$ cat src/rtl/ula_ar.sv
// rtl/ula_ar.sv - registered signed arithmetic unit with overflow/carry/sign/zero flags
module ula_ar #(
    parameter int bits = 3
) (
    input  logic            clk,
    input  logic            reset,
    input  logic [bits-1:0] A,
    input  logic [bits-1:0] B,
    input  logic [4:0]      OP,
    output logic [bits-1:0] RESU,
    output logic            O,
    output logic            C,
    output logic            S,
    output logic            Z
);

    localparam int msb = bits - 1;

    typedef enum logic [4:0] {
        op_add   = 5'b00000,
        op_addc1 = 5'b00001,
        op_inca  = 5'b00010,
        op_sub   = 5'b00011,
        op_subd1 = 5'b00100,
        op_deca  = 5'b00101,
        op_nega  = 5'b00110,
        op_negb  = 5'b00111,
        op_passa = 5'b01000,
        op_passb = 5'b01001
    } op_t;

    logic [bits-1:0] x;
    logic [bits-1:0] y;
    logic            cin;
    logic            valid;
    logic            pass;
    logic [bits:0]   sum;
    logic [bits-1:0] res_n;
    logic            o_n;
    logic            c_n;

    // Every operation is folded onto a single adder by choosing X, Y and carry-in.
    always_comb begin
        x     = '0;
        y     = '0;
        cin   = 1'b0;
        valid = 1'b1;
        pass  = 1'b0;
        case (OP)
            op_add:   begin x = A;  y = B;             end
            op_addc1: begin x = A;  y = B;  cin = 1'b1; end
            op_inca:  begin x = A;          cin = 1'b1; end
            op_sub:   begin x = A;  y = ~B; cin = 1'b1; end
            op_subd1: begin x = A;  y = ~B;            end
            op_deca:  begin x = A;  y = '1;            end
            op_nega:  begin         y = ~A; cin = 1'b1; end
            op_negb:  begin         y = ~B; cin = 1'b1; end
            op_passa: begin x = A;  pass = 1'b1;       end
            op_passb: begin x = B;  pass = 1'b1;       end
            default:  valid = 1'b0;
        endcase
    end

    always_comb begin
        sum   = {1'b0, x} + {1'b0, y} + {{bits{1'b0}}, cin};
        res_n = valid ? sum[bits-1:0] : '0;
        c_n   = valid && !pass && sum[bits];
        o_n   = valid && !pass && (x[msb] == y[msb]) && (sum[msb] != x[msb]);
    end

    always_ff @(posedge clk or posedge reset) begin
        if (reset) begin
            RESU <= '0;
            O    <= 1'b0;
            C    <= 1'b0;
            S    <= 1'b0;
            Z    <= 1'b0;
        end else begin
            RESU <= res_n;
            O    <= o_n;
            C    <= c_n;
            S    <= res_n[msb];
            Z    <= (res_n == '0);
        end
    end

endmodule

$ cat config.mk
export PLATFORM = sky130hd
export DESIGN_NAME = ula_ar
export DESIGN_NICKNAME = d
export VERILOG_FILES = /design/src/rtl/ula_ar.sv
export SDC_FILE = /design/constraint.sdc
export NUM_CORES = 1
export LEC_CHECK = 0
export CAP_MARGIN = 20
export CORE_UTILIZATION = 30
export CTS_BUF_LIST = sky130_fd_sc_hd__clkbuf_4 sky130_fd_sc_hd__clkbuf_8
export DETAILED_ROUTE_END_ITERATION = 6
export RECOVER_POWER = 100
export SYNTH_ARGS = -nofsm -noshare
export SYNTH_HDL_FRONTEND = slang
export SYNTH_SLANG_ARGS = --single-unit
$ cat constraint.sdc
create_clock -name clk -period 0.8 [get_ports clk]
set_clock_uncertainty 0.15 [all_clocks]
set_input_delay 0.08 -clock clk [delete_from_list [all_inputs] [get_ports clk]]
set_output_delay 0.08 -clock clk [all_outputs]
set_load 0.005 [all_outputs]
Word-level counts from Yosys, hierarchy flattened
Index checks and enable logic that the tools add are counted.
{"block": "word_totals", "out_inout_bits": 7, "word_cells": 39, "register_bits": 7}
{"block": "classes", "bitwise_logic": 2, "muxes": 6, "add_sub_neg": 2, "n_reduce_logical": 13, "n_eq_ne": 11}
{"operator": "== test 5 x 3 -> 1 bit (second input constant)", "n": 4}
{"operator": "one-hot mux 3 bit (4 select lines)", "n": 1}
{"operator": "== test 5 x 2 -> 1 bit (second input constant)", "n": 2}
{"operator": "== test 5 x 4 -> 1 bit (second input constant)", "n": 2}
{"operator": "OR reduction 10 bit", "n": 1}
{"operator": "OR reduction 7 bit", "n": 1}
{"operator": "inverter 3 bit", "n": 2}
{"operator": "one-hot mux 3 bit (2 select lines)", "n": 1}
{"operator": "== test 5 x 1 -> 1 bit (second input constant)", "n": 1}
{"operator": "zero test 5 bit", "n": 1}
{"operator": "OR reduction 5 bit", "n": 1}
{"operator": "adder 3 x 3 -> 4 bit", "n": 1}
{"operator": "adder 4 x 1 -> 4 bit", "n": 1}
{"operator": "logical AND 1 bit", "n": 4}
{"operator": "OR reduction 2 bit", "n": 2}
{"operator": "zero test 3 bit", "n": 1}
{"operator": "2-to-1 mux 1 bit", "n": 3}
{"operator": "2-to-1 mux 3 bit", "n": 1}
{"operator": "OR reduction 3 bit", "n": 1}
{"operator": "== test 1 bit", "n": 1}
{"operator": "zero test 1 bit", "n": 1}
{"operator": "!= test 1 bit", "n": 1}

Longest topological paths before layout
Gate-level depths: netlist (run 1).
{"block": "logic_depth", "depth_word": 7, "depth_mapped": 9, "ltp_nobuf": 8}

Least setup slack after synthesis (run 1)
OpenSTA, ideal clock, no wires.
{"block": "synth_timing", "path_type": "input port to flip-flop", "startpoint": "input port OP[2]", "endpoint": "register O", "arrival_ns": 1.991, "required_ns": 0.571, "path_slack_ns": -1.420, "cell_stages": 9, "cell_sequence": "buf_4 nor2b_1 a211oi_1 a21oi_1 nor2_1 fa_1 fa_1 or3_1 mux2i_1"}
{"block": "synth_via", "elab_chain_len": 7}
{"element": "start, declared", "line_no": "9", "source": "input logic [4:0] OP,"}
{"element": "== test 5 x 4 -> 1 bit, or another cell as far along", "line_no": "49", "source": "case (OP)"}
{"element": "OR reduction 7 bit (no line), or another cell as far along"}
{"element": "one-hot mux 3 bit (2 select lines), or another cell as far along", "line_no": "49"}
{"element": "adder 3 x 3 -> 4 bit / zero test 1 bit (equally long branches)", "line_no": "65, 68"}
{"element": "adder 4 x 1 -> 4 bit / logical AND 1 bit (equally long branches)", "line_no": "65, 68"}
{"element": "!= test 1 bit / logical AND 1 bit (equally long branches)", "line_no": "68", "source": "o_n = valid && !pass && (x[msb] == y[msb]) && (sum[msb] != x[msb]);"}
{"element": "logical AND 1 bit (*)", "line_no": "68"}
{"element": "net o_n", "line_no": "39", "source": "logic o_n;"}
{"element": "end signal, assigned", "line_no": "80", "source": "O <= o_n;"}
{"element": "end, declared", "line_no": "11", "source": "output logic O,"}
The timed path passes the listed nets; every way through them passes the cells marked *.

Final worst setup path (run 1)
{"block": "layout_timing", "startpoint": "input port OP[0]", "endpoint": "register O"}
The elaborated chain is that of the path after synthesis.

==> results of run 1 <==
layout make-up:
cell class,instances,area (sq um),area share [%]
Timing Repair Buffer,42,339.1,35.61
Inverter,3,11.26,1.183
Tap cell,16,20.02,2.102
Sequential cell,6,150.1,15.77
Clock buffer,3,22.52,2.365
Multi-Input combinational cell,45,409.1,42.97
cell families (layout without fill, tap and decap cells):
| logic type | count (synthesis) | after routing | share of synthesized area [%] |
|---|---|---|---|
| DFF | 6 | 6 | 28.44 |
| and+or+nand+nor | 20 | 20 | 19.20 |
| AOI/OAI and AO/OA | 19 | 19 | 28.44 |
| xor gates and xnor gates | 1 | 1 | 1.659 |
| muxes | 1 | 1 | 1.896 |
| adders and majority gates | 4 | 4 | 12.32 |
| buffers and inverters | 7 | 48 | 8.055 |
how the worst max path moves through the flow:
stage / startpoint / endpoint / slack [ns] / cells after the start
global placement: OP[2] / O / -1.85 / 8
detailed placement: OP[2] / O / -1.87 / 8
global route: OP[0] / O / -1.09 / 10
floorplan: OP[2] / O / -1.23 / 8
finish: OP[0] / O / -1.04 / 10
CTS: OP[0] / O / -1.06 / 10
cells in the mapped netlist:
library cell               number  area (sq um)
sky130_fd_sc_hd__o31ai_1        1         7.510
sky130_fd_sc_hd__mux2i_1        1         10.01
sky130_fd_sc_hd__nand2b_1       1         6.260
sky130_fd_sc_hd__buf_6          1         11.26
sky130_fd_sc_hd__a211oi_1       3         22.52
sky130_fd_sc_hd__o22ai_1        3         18.77
sky130_fd_sc_hd__and2_1         3         18.77
sky130_fd_sc_hd__ha_1           2         25.02
sky130_fd_sc_hd__nor2_1        10         37.54
sky130_fd_sc_hd__fa_1           2         40.04
sky130_fd_sc_hd__a22o_4         1         17.52
sky130_fd_sc_hd__o21a_1         1         7.510
sky130_fd_sc_hd__buf_4          2         15.01
sky130_fd_sc_hd__inv_1          3         11.26
sky130_fd_sc_hd__nor4_2         1         12.51
sky130_fd_sc_hd__or2_1          1         6.260
sky130_fd_sc_hd__a21oi_1        5         25.02
sky130_fd_sc_hd__dfrtp_1        6         150.1
sky130_fd_sc_hd__a22o_1         2         17.52
sky130_fd_sc_hd__a211o_2        1         10.01
sky130_fd_sc_hd__buf_2          1         5.000
sky130_fd_sc_hd__xor2_1         1         8.760
sky130_fd_sc_hd__nor2b_1        1         6.260
sky130_fd_sc_hd__a21o_1         1         7.510
sky130_fd_sc_hd__nand2_1        2         7.510
sky130_fd_sc_hd__o41ai_2        1         16.27
sky130_fd_sc_hd__or3_1          1         6.260
metal layers:
metal,up-vias,global-route usage [%]
met5,-,0
met4,0,3.636
met3,0,5.000
met2,12,23.88
met1,242,19.07
li1,291,-
sequential cells by signal, summed over array words and instances, names as in the netlist:
signal  cells
C           1
Z           1
O           1
RESU        3
critical path, delay by kind of cell:
family / cells / cell delay [ns]
adders and majority gates: 2 / 0.75
and+or+nand+nor: 3 / 0.47
buffers and inverters: 2 / 0.22
AOI/OAI and AO/OA: 2 / 0.20
muxes: 1 / 0.13
per-stage QoR:
step                instance area, sq um  power, mW  hold slack (ns)
detailed placement                 885.9     0.6941           0.1532
global placement                   885.9     0.6927           0.1525
global route                       952.2      1.049          0.05055
finish                             952.2     0.9736          0.03538
CTS                                933.4     0.9844          -0.1070
floorplan                          579.3     0.5068          -0.2790
what timing repair did:
| action | 4_1_cts | 5_1_grt |
|---|---|---|
| resized for setup | 69 | 3 |
| pin swaps | 10 | 5 |
| buffers inserted | 3 | 1 |
| endpoints found under the setup margin | 13 | 13 |
| endpoints found under the hold margin | 6 | 6 |
| gates cloned | 0 | 0 |
cells in the final DEF (no fill, tap or decap), types with 2 or more instances in the layout:
cell                              netlist  routed
sky130_fd_sc_hd__o22ai_1                3       3
sky130_fd_sc_hd__buf_6                  1       6
sky130_fd_sc_hd__nor2_2                 0       2
sky130_fd_sc_hd__fa_2                   0       2
sky130_fd_sc_hd__a21oi_1                5       4
sky130_fd_sc_hd__and2_1                 3       3
sky130_fd_sc_hd__dlygate4sd2_1          0       2
sky130_fd_sc_hd__buf_2                  1      10
sky130_fd_sc_hd__buf_4                  2      18
sky130_fd_sc_hd__clkbuf_4               0       3
sky130_fd_sc_hd__nor2_1                10       8
sky130_fd_sc_hd__clkdlybuf4s50_1        0       2
sky130_fd_sc_hd__a22o_1                 2       2
sky130_fd_sc_hd__inv_1                  3       3
sky130_fd_sc_hd__dfrtp_1                6       6
sky130_fd_sc_hd__ha_1                   2       2
sky130_fd_sc_hd__a211oi_2               0       3
power by group through the flow:
| stage | clock, mW | sequential [mW] | combinational, mW |
|---|---|---|---|
| 3_5_place_dp | 0 | 0.329 | 0.365 |
| 5_1_grt | 0.298 | 0.325 | 0.426 |
| 3_3_place_gp | 0 | 0.329 | 0.364 |
| 2_1_floorplan | 0 | 0.332 | 0.175 |
| 6_report | 0.268 | 0.323 | 0.383 |
| 4_1_cts | 0.283 | 0.324 | 0.378 |
==> qor_table.md, run 1 <==
| Result | Value | Unit |
| --- | --- | --- |
| Worst Setup Slack post-DPL | -1.874 | ns |
| Die boundary height | 43.95 | um |
| Max rail drop VDD | 0.4717 | mV |
| Half-perimeter wire length after placement | 943.5 | um |
| Flip-flop and latch count after synthesis | 6 | - |
| Largest net degree at the start of global routing | 8 | - |
| First-pass GRT wire length | 2111 | um |
| Shortest clock period the worst path allows after layout | 1.842 | ns |
| Combinational share of power | 39.3 | % |
| Unique cell type count in the Yosys netlist | 27 | - |
| Kind of critical path | in -> reg | - |
| FILL cells | 138 | - |
| Number of DRC violations after detailed routing | 0 | - |
| Synthesized instance count | 58 | - |
| Type of the tightest min-delay check | in -> async | - |
| Sequential group share of total power | 33.2 | % |
| Number of nets in the finished design | 118 | - |
| Final setup vio count | 13 | - |
| Slowest stage cell, crit path | sky130_fd_sc_hd__fa_2 | - |
| Critical-path cell list | buf_8, buf_6, nor2b_4, a211oi_2, a21oi_2, nor2_2, fa_2, fa_2, or3_1, mux2i_1 | - |
| Setup repair after global routing missed its margin | true | - |
| F_max | 543.0 | MHz |
| Placeable Area | 0.001577 | sq mm |
| Critical path required time | 0.81 | ns |
| Final WL | 1221 | um |
| WL met3 | 43 | um |
| Horizontal die dimension | 43.95 | um |
| Cell area after technology mapping | 528.0 | sq um |
| Setup WS post-layout | -1.042 | ns |
| Number of maximum-capacitance violations | 0 | - |
| Number of antenna violations at the first check in global routing | 0 | - |
| Average size of a mapped cell | 9.104 | sq um |
| Type of element launching the critical path | primary input | - |
| Layout cell share with drive strength beyond 1 | 54.55 | % |
| Ys Warns | 0 | - |
| Met1 layer wirelength in the final routing | 591 | um |
| Routability cong. | 0.7761 | - |
| Synthesis-to-finish area growth | 80.33 | % |
| Cell count after placement | 108 | - |
| Transition time at the pin with the least slew margin | 0.2656 | ns |
| Detailed-route via count | 545 | - |
| Worst rel slew slack | 82.23 | % |
| Sw Share | 27.59 | % |
| Final antenna-violating net count | 0 | - |
| Met2 layer wire length in the routed design | 587 | um |
| Slew Viols, Final | 0 | - |
| Worst endpoint data arrival time | 1.85 | ns |
| Initial detailed-routing violation count | 9 | - |
| H-tree depth | 1 | - |
| Final Cycle Share | 230.2 | % |
| Clk network pwr share | 27.5 | % |
| CTS tree | built | - |
| Max Fanout on Critical Path | 5 | - |
| Internal power | 0.7049 | mW |
| Port-buffer cells | 19 | - |
| Clock root cell | sky130_fd_sc_hd__clkbuf_4 | - |
| Topmost layer with routed signal wires | met3 | - |
| Violated checks | negative setup slack | - |
| Highest cell delay on the worst timing path | 0.38 | ns |
| Portion of the post-synthesis area used by sequential elements | 28.44 | % |
| Via count of the first global-routing pass | 498 | - |
| Final instance count without filler cells | 115 | - |
| Die area | 0.001932 | sq mm |
| Number of buffers between clock root and the deepest sink | 2 | - |
| Setup crit end kind | flop | - |
| TNS Setup | -6.450 | ns |
| Total global-route track usage | 14.79 | % |
| Total leakage power | 0.4987 | nW |
| Inserted Diodes | 0 | - |
| Count of clock tree sinks | 6 | - |
| DRT Pass-1 Iters | 6 | - |
| Number of vias per cell after detailed routing | 4.739 | - |
| Count of pins on the block boundary | 20 | - |
| Overflow left after global routing | 0 | - |
| Power Density | 1022 | mW/mm^2 |
| Run status | complete, but fails checks | - |
| Clock-pin slew on the worst setup and hold paths | 0.04 | ns |
| Effective utilization at floorplan | 33.49 | % |
| Core Util, Final | 60.40 | % |
| Routed len/inst | 10.62 | um |
| Clock buffers created by TritonCTS | 3 | - |
| Cell repeated most along the worst path | sky130_fd_sc_hd__fa_2 | - |
| Psw | 0.2686 | mW |
| Row count | 14 | - |
| Nets in the synthesized netlist | 75 | - |
| Number of endpoints with negative hold slack in the final report | 0 | - |
(Power assumes the default switching activity.)
==> inputs of run 2 (changes only) <==
- DONT_BUFFER_PORTS: unset -> 1
==> run 2 against run 1 <==
  * The flow finishes with violations (design-rule violations, negative hold slack, negative setup slack)
  * Highest routed layer unchanged
  * Wire length is 12% lower
  * Setup slack gained 0.10 ns
  * Maximum frequency grew 6.0%
==> qor_table.md, run 2 (synthesis gave the netlist of run 1 again) <==
| Result | Value | Unit |
| --- | --- | --- |
| Synthesis-to-finish area growth | 25.59 | % |
| Row count | 14 | - |
| Commonest non-fill, non-tap cell in the layout | sky130_fd_sc_hd__nor2_1 | - |
| Effective utilization at floorplan | 33.49 | % |
| Register with the highest flop count | RESU | - |
| Clock buffers created by TritonCTS | 3 | - |
| Count of hold buffers inserted by post-cts repair | 1 | - |
| Placeable Area | 0.001577 | sq mm |
| Fin Hold WS | -0.1540 | ns |
| Worst Setup Slack post-DPL | -1.226 | ns |
| Total leakage power | 0.3158 | nW |
| Count of clock tree sinks | 6 | - |
| Shortest clock period the worst path allows after layout | 1.737 | ns |
| Number of nets in the finished design | 84 | - |
| Routed len/inst | 13.33 | um |
| Horizontal die dimension | 43.95 | um |
| Worst endpoint data arrival time | 1.73 | ns |
| Via count of the first global-routing pass | 437 | - |
| Total global-route track usage | 11.58 | % |
| Port-buffer cells | 0 | - |
| H-tree depth | 1 | - |
| Setup crit end kind | flop | - |
| Clock-pin slew on the worst setup and hold paths | 0.04 | ns |
| Die boundary height | 43.95 | um |
| PnR Total Power | 0.7931 | mW |
| CTS tree | built | - |
| Run status | complete, but fails checks | - |
| Inserted Diodes | 0 | - |
| Clock root cell | sky130_fd_sc_hd__clkbuf_4 | - |
| Crit. Startpoint | OP[1] | - |
| Detailed-route via count | 441 | - |
| Number of vias per cell after detailed routing | 5.444 | - |
| Number of buffers between clock root and the deepest sink | 2 | - |
| Critical path required time | 0.80 | ns |
| Topmost layer with routed signal wires | met3 | - |
| Max Fanout on Critical Path | 11 | - |
| Half-perimeter wire length after placement | 838.1 | um |
| Power Density | 1196 | mW/mm^2 |
| Routability cong. | 0.7365 | - |
| Overflow left after global routing | 0 | - |
| DRT Pass-1 Iters | 6 | - |
| Met1 layer wirelength in the final routing | 485 | um |
| Number of DRC violations after detailed routing | 1 | - |
| Kind of critical path | in -> reg | - |
| First-pass GRT wire length | 1704 | um |
| Final WL | 1080 | um |
| Count of pins on the block boundary | 20 | - |
| Setup repair after global routing missed its margin | true | - |
| Slew Viols, Final | 0 | - |
| Layout cell share with drive strength beyond 1 | 36.92 | % |
| WL met3 | 58 | um |
| Origin of the worst min-delay path | OP[4] | - |
| F_max | 575.7 | MHz |
| Most used cells in the layout excluding fill and tap cells | sky130_fd_sc_hd__nor2_1 (9), sky130_fd_sc_hd__buf_4 (7), sky130_fd_sc_hd__dfrtp_1 (6) | - |
| Worst rel slew slack | 81.30 | % |
| Transition time at the pin with the least slew margin | 0.2783 | ns |
| Number of antenna violations at the first check in global routing | 0 | - |
| Max rail drop VDD | 0.6789 | mV |
| Violated checks | design-rule violations, negative hold slack, negative setup slack | - |
| Setup WS post-layout | -0.9371 | ns |
| Largest net degree at the start of global routing | 12 | - |
| Number of endpoints with negative hold slack in the final report | 4 | - |
| Final setup vio count | 13 | - |
| Max FFs per register | 3 | - |
| Final antenna-violating net count | 0 | - |
| Initial detailed-routing violation count | 5 | - |
| Met2 layer wire length in the routed design | 536 | um |
| Final Cycle Share | 217.1 | % |
| Die area | 0.001932 | sq mm |
| Number of maximum-capacitance violations | 0 | - |
| Type of the tightest min-delay check | in -> reg | - |
| Type of element launching the critical path | primary input | - |
[run 2: worst max-delay path, stage by stage]
cell and delay [ns]:
sky130_fd_sc_hd__a211o_4 0.11, sky130_fd_sc_hd__o41ai_4 0.06, sky130_fd_sc_hd__a22o_1 0.21, sky130_fd_sc_hd__fa_2 0.38, sky130_fd_sc_hd__fa_2 0.39, sky130_fd_sc_hd__or3_1 0.33, sky130_fd_sc_hd__mux2i_1 0.17
[run 2: area by class of cell]
class / count / area (sq um)
Clock buffer: 3 / 22.52
Multi-Input combinational cell: 45 / 396.6
Sequential cell: 6 / 150.1
Fill cell: 159 / 913.4
Timing Repair Buffer: 8 / 62.56
Tap cell: 16 / 20.02
Inverter: 3 / 11.26
[run 2: routing by layer]
layer | track usage (%) | vias to the layer above
li1 | - | 219
met4 | 0 | 0
met5 | 0 | -
met3 | 5.417 | 0
met2 | 20.60 | 11
met1 | 13.55 | 211
[run 2: through the flow]
step / cells / utilization, % / setup TNS [ns] / area, sq um / hold slack, ns
after floorplan: 58 / - / -6.227 / 579.3 / -0.2790
after global placement: 77 / 38.41 / -5.949 / 605.6 / -0.2638
after detailed placement: 77 / 38.41 / -6.002 / 605.6 / -0.2619
after CTS: 82 / 41.27 / -4.849 / 650.6 / -0.1584
after global routing: 81 / 42.06 / -5.166 / 663.1 / -0.1565
final: 81 / 42.06 / -4.651 / 663.1 / -0.1540
[run 2: final timing paths]
| kind | endpoint | slack (ns) | depth (start not counted) |
|---|---|---|---|
| max | O | -0.94 | 7 |
| min | Z | -0.15 | 2 |
| max in group asynchronous | O | 0.27 | 2 |
| min in group asynchronous | Z | 0.05 | 2 |
[run 2: report_power, final]
group	total, mW	switching, mW	leakage [nW]	internal (mW)
Combinational	0.204	0.0902	0.223	0.114
Clock	0.260	0.0916	0.0138	0.168
Sequential	0.329	0.00836	0.0786	0.321
[run 2: repair_timing]
item	4_1_cts	5_1_grt
resized for setup	1	5
setup buffers	1	0
setup endpoints to repair	13	13
pin swaps	6	10
endpoints found under the hold margin	10	4
gates cloned	0	0
==> inputs of run 3 (changes only) <==
--- a/config.mk
+++ b/config.mk
@@ -9,6 +9,8 @@
 export CORE_UTILIZATION = 30
 export CTS_BUF_LIST = sky130_fd_sc_hd__clkbuf_4 sky130_fd_sc_hd__clkbuf_8
+export CTS_CLUSTER_DIAMETER = 50
 export DETAILED_ROUTE_END_ITERATION = 6
 export DONT_BUFFER_PORTS = 1
+export GPL_TIMING_DRIVEN = 0
 export RECOVER_POWER = 100
 export SYNTH_ARGS = -nofsm -noshare
==> constraint.sdc (replaced) <==
create_clock -name clk -period 0.8 [get_ports clk]
set_clock_uncertainty 0.15 [all_clocks]
set_input_delay 0.08 -clock clk [delete_from_list [all_inputs] [get_ports clk]]
set_output_delay 0.08 -clock clk [all_outputs]
set_load 0.05 [all_outputs]
==> run 3 against run 2 <==
  * The flow finishes with violations (negative hold slack, negative setup slack)
  * First-iteration DRC count down 20%
  * Critical endpoint unchanged
  * Largest power group unchanged
  * Hold slack worse by 0.018 ns
  * Largest cell class unchanged
  * Clock-buffer cell count up 1
  * Die area unchanged
==> qor_table.md, run 3 (synthesis gave the netlist of run 1 again) <==
| Result | Value | Unit |
| --- | --- | --- |
| Run status | complete, but fails checks | - |
| Violated checks | negative hold slack, negative setup slack | - |
| Count of pins on the block boundary | 20 | - |
| Clock-pin slew on the worst setup and hold paths | 0.05 | ns |
| Largest net degree at the start of global routing | 11 | - |
| Setup repair after global routing missed its margin | true | - |
| Number of nets in the finished design | 88 | - |
| Origin of the worst min-delay path | OP[4] | - |
| Die boundary height | 43.95 | um |
| Max rail drop VDD | 0.5768 | mV |
| Topmost layer with routed signal wires | met3 | - |
| Met2 layer wire length in the routed design | 584 | um |
| Number of maximum-capacitance violations | 0 | - |
| Type of element launching the critical path | primary input | - |
| Routed len/inst | 12.88 | um |
| Final instance count without filler cells | 86 | - |
| Half-perimeter wire length after placement | 814.7 | um |
| Kind of critical path | in -> reg | - |
| Critical path required time | 0.81 | ns |
| Fin Hold WS | -0.1717 | ns |
| Final WL | 1108 | um |
| Register with the highest flop count | RESU | - |
| Design area | 750.7 | sq um |
| Overflow left after global routing | 0 | - |
| Core Util, Final | 47.62 | % |
| Worst Setup Slack post-DPL | -1.309 | ns |
| Horizontal die dimension | 43.95 | um |
| Number of vias per cell after detailed routing | 5.233 | - |
| Max Fanout on Critical Path | 5 | - |
| Sequential group share of total power | 39.4 | % |
| Combinational share of power | 26.7 | % |
| First-pass GRT wire length | 1835 | um |
| Psw | 0.2947 | mW |
| Cell count after placement | 74 | - |
| H-tree depth | 1 | - |
| Count of hold buffers inserted by post-cts repair | 1 | - |
| WL met3 | 27 | um |
| Commonest non-fill, non-tap cell in the layout | sky130_fd_sc_hd__nor2_1 | - |
| Setup crit end kind | flop | - |
| Worst endpoint data arrival time | 1.74 | ns |
| Via count of the first global-routing pass | 460 | - |
| Synthesis-to-finish area growth | 42.18 | % |
| Number of DRC violations after detailed routing | 0 | - |
| Effective utilization at floorplan | 33.49 | % |
| Sw Share | 29.94 | % |
| DRT Pass-1 Iters | 3 | - |
| Power Density | 1311 | mW/mm^2 |
| Number of endpoints with negative hold slack in the final report | 6 | - |
| Routability cong. | 0.7833 | - |
| Final setup vio count | 13 | - |
| Layout cell share with drive strength beyond 1 | 44.29 | % |
| Placeable Area | 0.001577 | sq mm |
| Detailed-route via count | 450 | - |
| Count of clock tree sinks | 6 | - |
| Crit. Startpoint | OP[2] | - |
| Initial detailed-routing violation count | 4 | - |
| Met1 layer wirelength in the final routing | 496 | um |
| Final antenna-violating net count | 0 | - |
| Total global-route track usage | 12.95 | % |
| Max FFs per register | 3 | - |
| CTS tree | built | - |
| Slew Viols, Final | 0 | - |
| DP Area | 613.1 | sq um |
| Type of the tightest min-delay check | in -> reg | - |
| TNS Setup | -6.351 | ns |
| Most used cells in the layout excluding fill and tap cells | sky130_fd_sc_hd__nor2_1 (9), sky130_fd_sc_hd__buf_4 (7), sky130_fd_sc_hd__dfrtp_2 (5), sky130_fd_sc_hd__a21oi_1 (5), sky130_fd_sc_hd__clkbuf_4 (4) | - |
| F_max | 579.5 | MHz |
| Inserted Diodes | 0 | - |
| Worst rel slew slack | 70.51 | % |
| Total leakage power | 0.3505 | nW |
| Internal power | 0.6895 | mW |
| Die area | 0.001932 | sq mm |
| Row count | 14 | - |
| PnR Total Power | 0.9841 | mW |
| Clock root cell | sky130_fd_sc_hd__clkbuf_4 | - |
| Shortest clock period the worst path allows after layout | 1.726 | ns |
| Clock buffers created by TritonCTS | 3 | - |
| Final Cycle Share | 215.7 | % |
| Number of antenna violations at the first check in global routing | 0 | - |
| Transition time at the pin with the least slew margin | 0.4426 | ns |
| Number of buffers between clock root and the deepest sink | 2 | - |
| Port-buffer cells | 0 | - |
| Setup WS post-layout | -0.9256 | ns |
| Clk network pwr share | 33.9 | % |
[run 3: layer usage]
| metal | GRT usage, % | up-vias |
|---|---|---|
| met2 | 22.09 | 6 |
| li1 | - | 230 |
| met5 | 0 | - |
| met4 | 5.455 | 0 |
| met3 | 4.583 | 0 |
| met1 | 14.58 | 214 |
[run 3: cell type report]
cell class              count  area [sq um]
plain buffers               4         53.80
clock buffers               4         30.03
fillers                   141         825.8
inverters                   3         11.26
multi-input cells          45         396.6
flip-flops and latches      6         156.4
well taps                  16         20.02
repair buffers              8         82.58
[run 3: power groups by stage]
| stage | logic, mW | registers, mW | clock network (mW) |
|---|---|---|---|
| 2_1_floorplan | 0.188 | 0.392 | 0 |
| 3_3_place_gp | 0.213 | 0.393 | 0 |
| 3_5_place_dp | 0.214 | 0.393 | 0 |
| 4_1_cts | 0.261 | 0.388 | 0.342 |
| 5_1_grt | 0.290 | 0.389 | 0.363 |
| 6_report | 0.263 | 0.388 | 0.333 |
[run 3: critical path: stages]
cell                       delay (ns)
sky130_fd_sc_hd__buf_12          0.09
sky130_fd_sc_hd__nor2b_4         0.14
sky130_fd_sc_hd__a211oi_1        0.07
sky130_fd_sc_hd__a21oi_1         0.12
sky130_fd_sc_hd__nor2_1          0.07
sky130_fd_sc_hd__fa_2            0.37
sky130_fd_sc_hd__fa_2            0.36
sky130_fd_sc_hd__or3_1           0.31
sky130_fd_sc_hd__mux2i_1         0.12
[run 3: what timing repair did]
| item | in CTS | in global routing |
|---|---|---|
| hold endpoints to repair | 12 | 6 |
| endpoints found under the setup margin | 13 | 13 |
| buffers inserted | 5 | 1 |
| gates cloned | 1 | 0 |
| pin swaps | 7 | 1 |
| resized for setup | 5 | 0 |
[run 3: final timing paths]
path,end,cells after the start
min in group asynchronous,RESU[1],2
setup / recovery,O,9
max in group asynchronous,RESU[2],2
hold / removal,Z,2
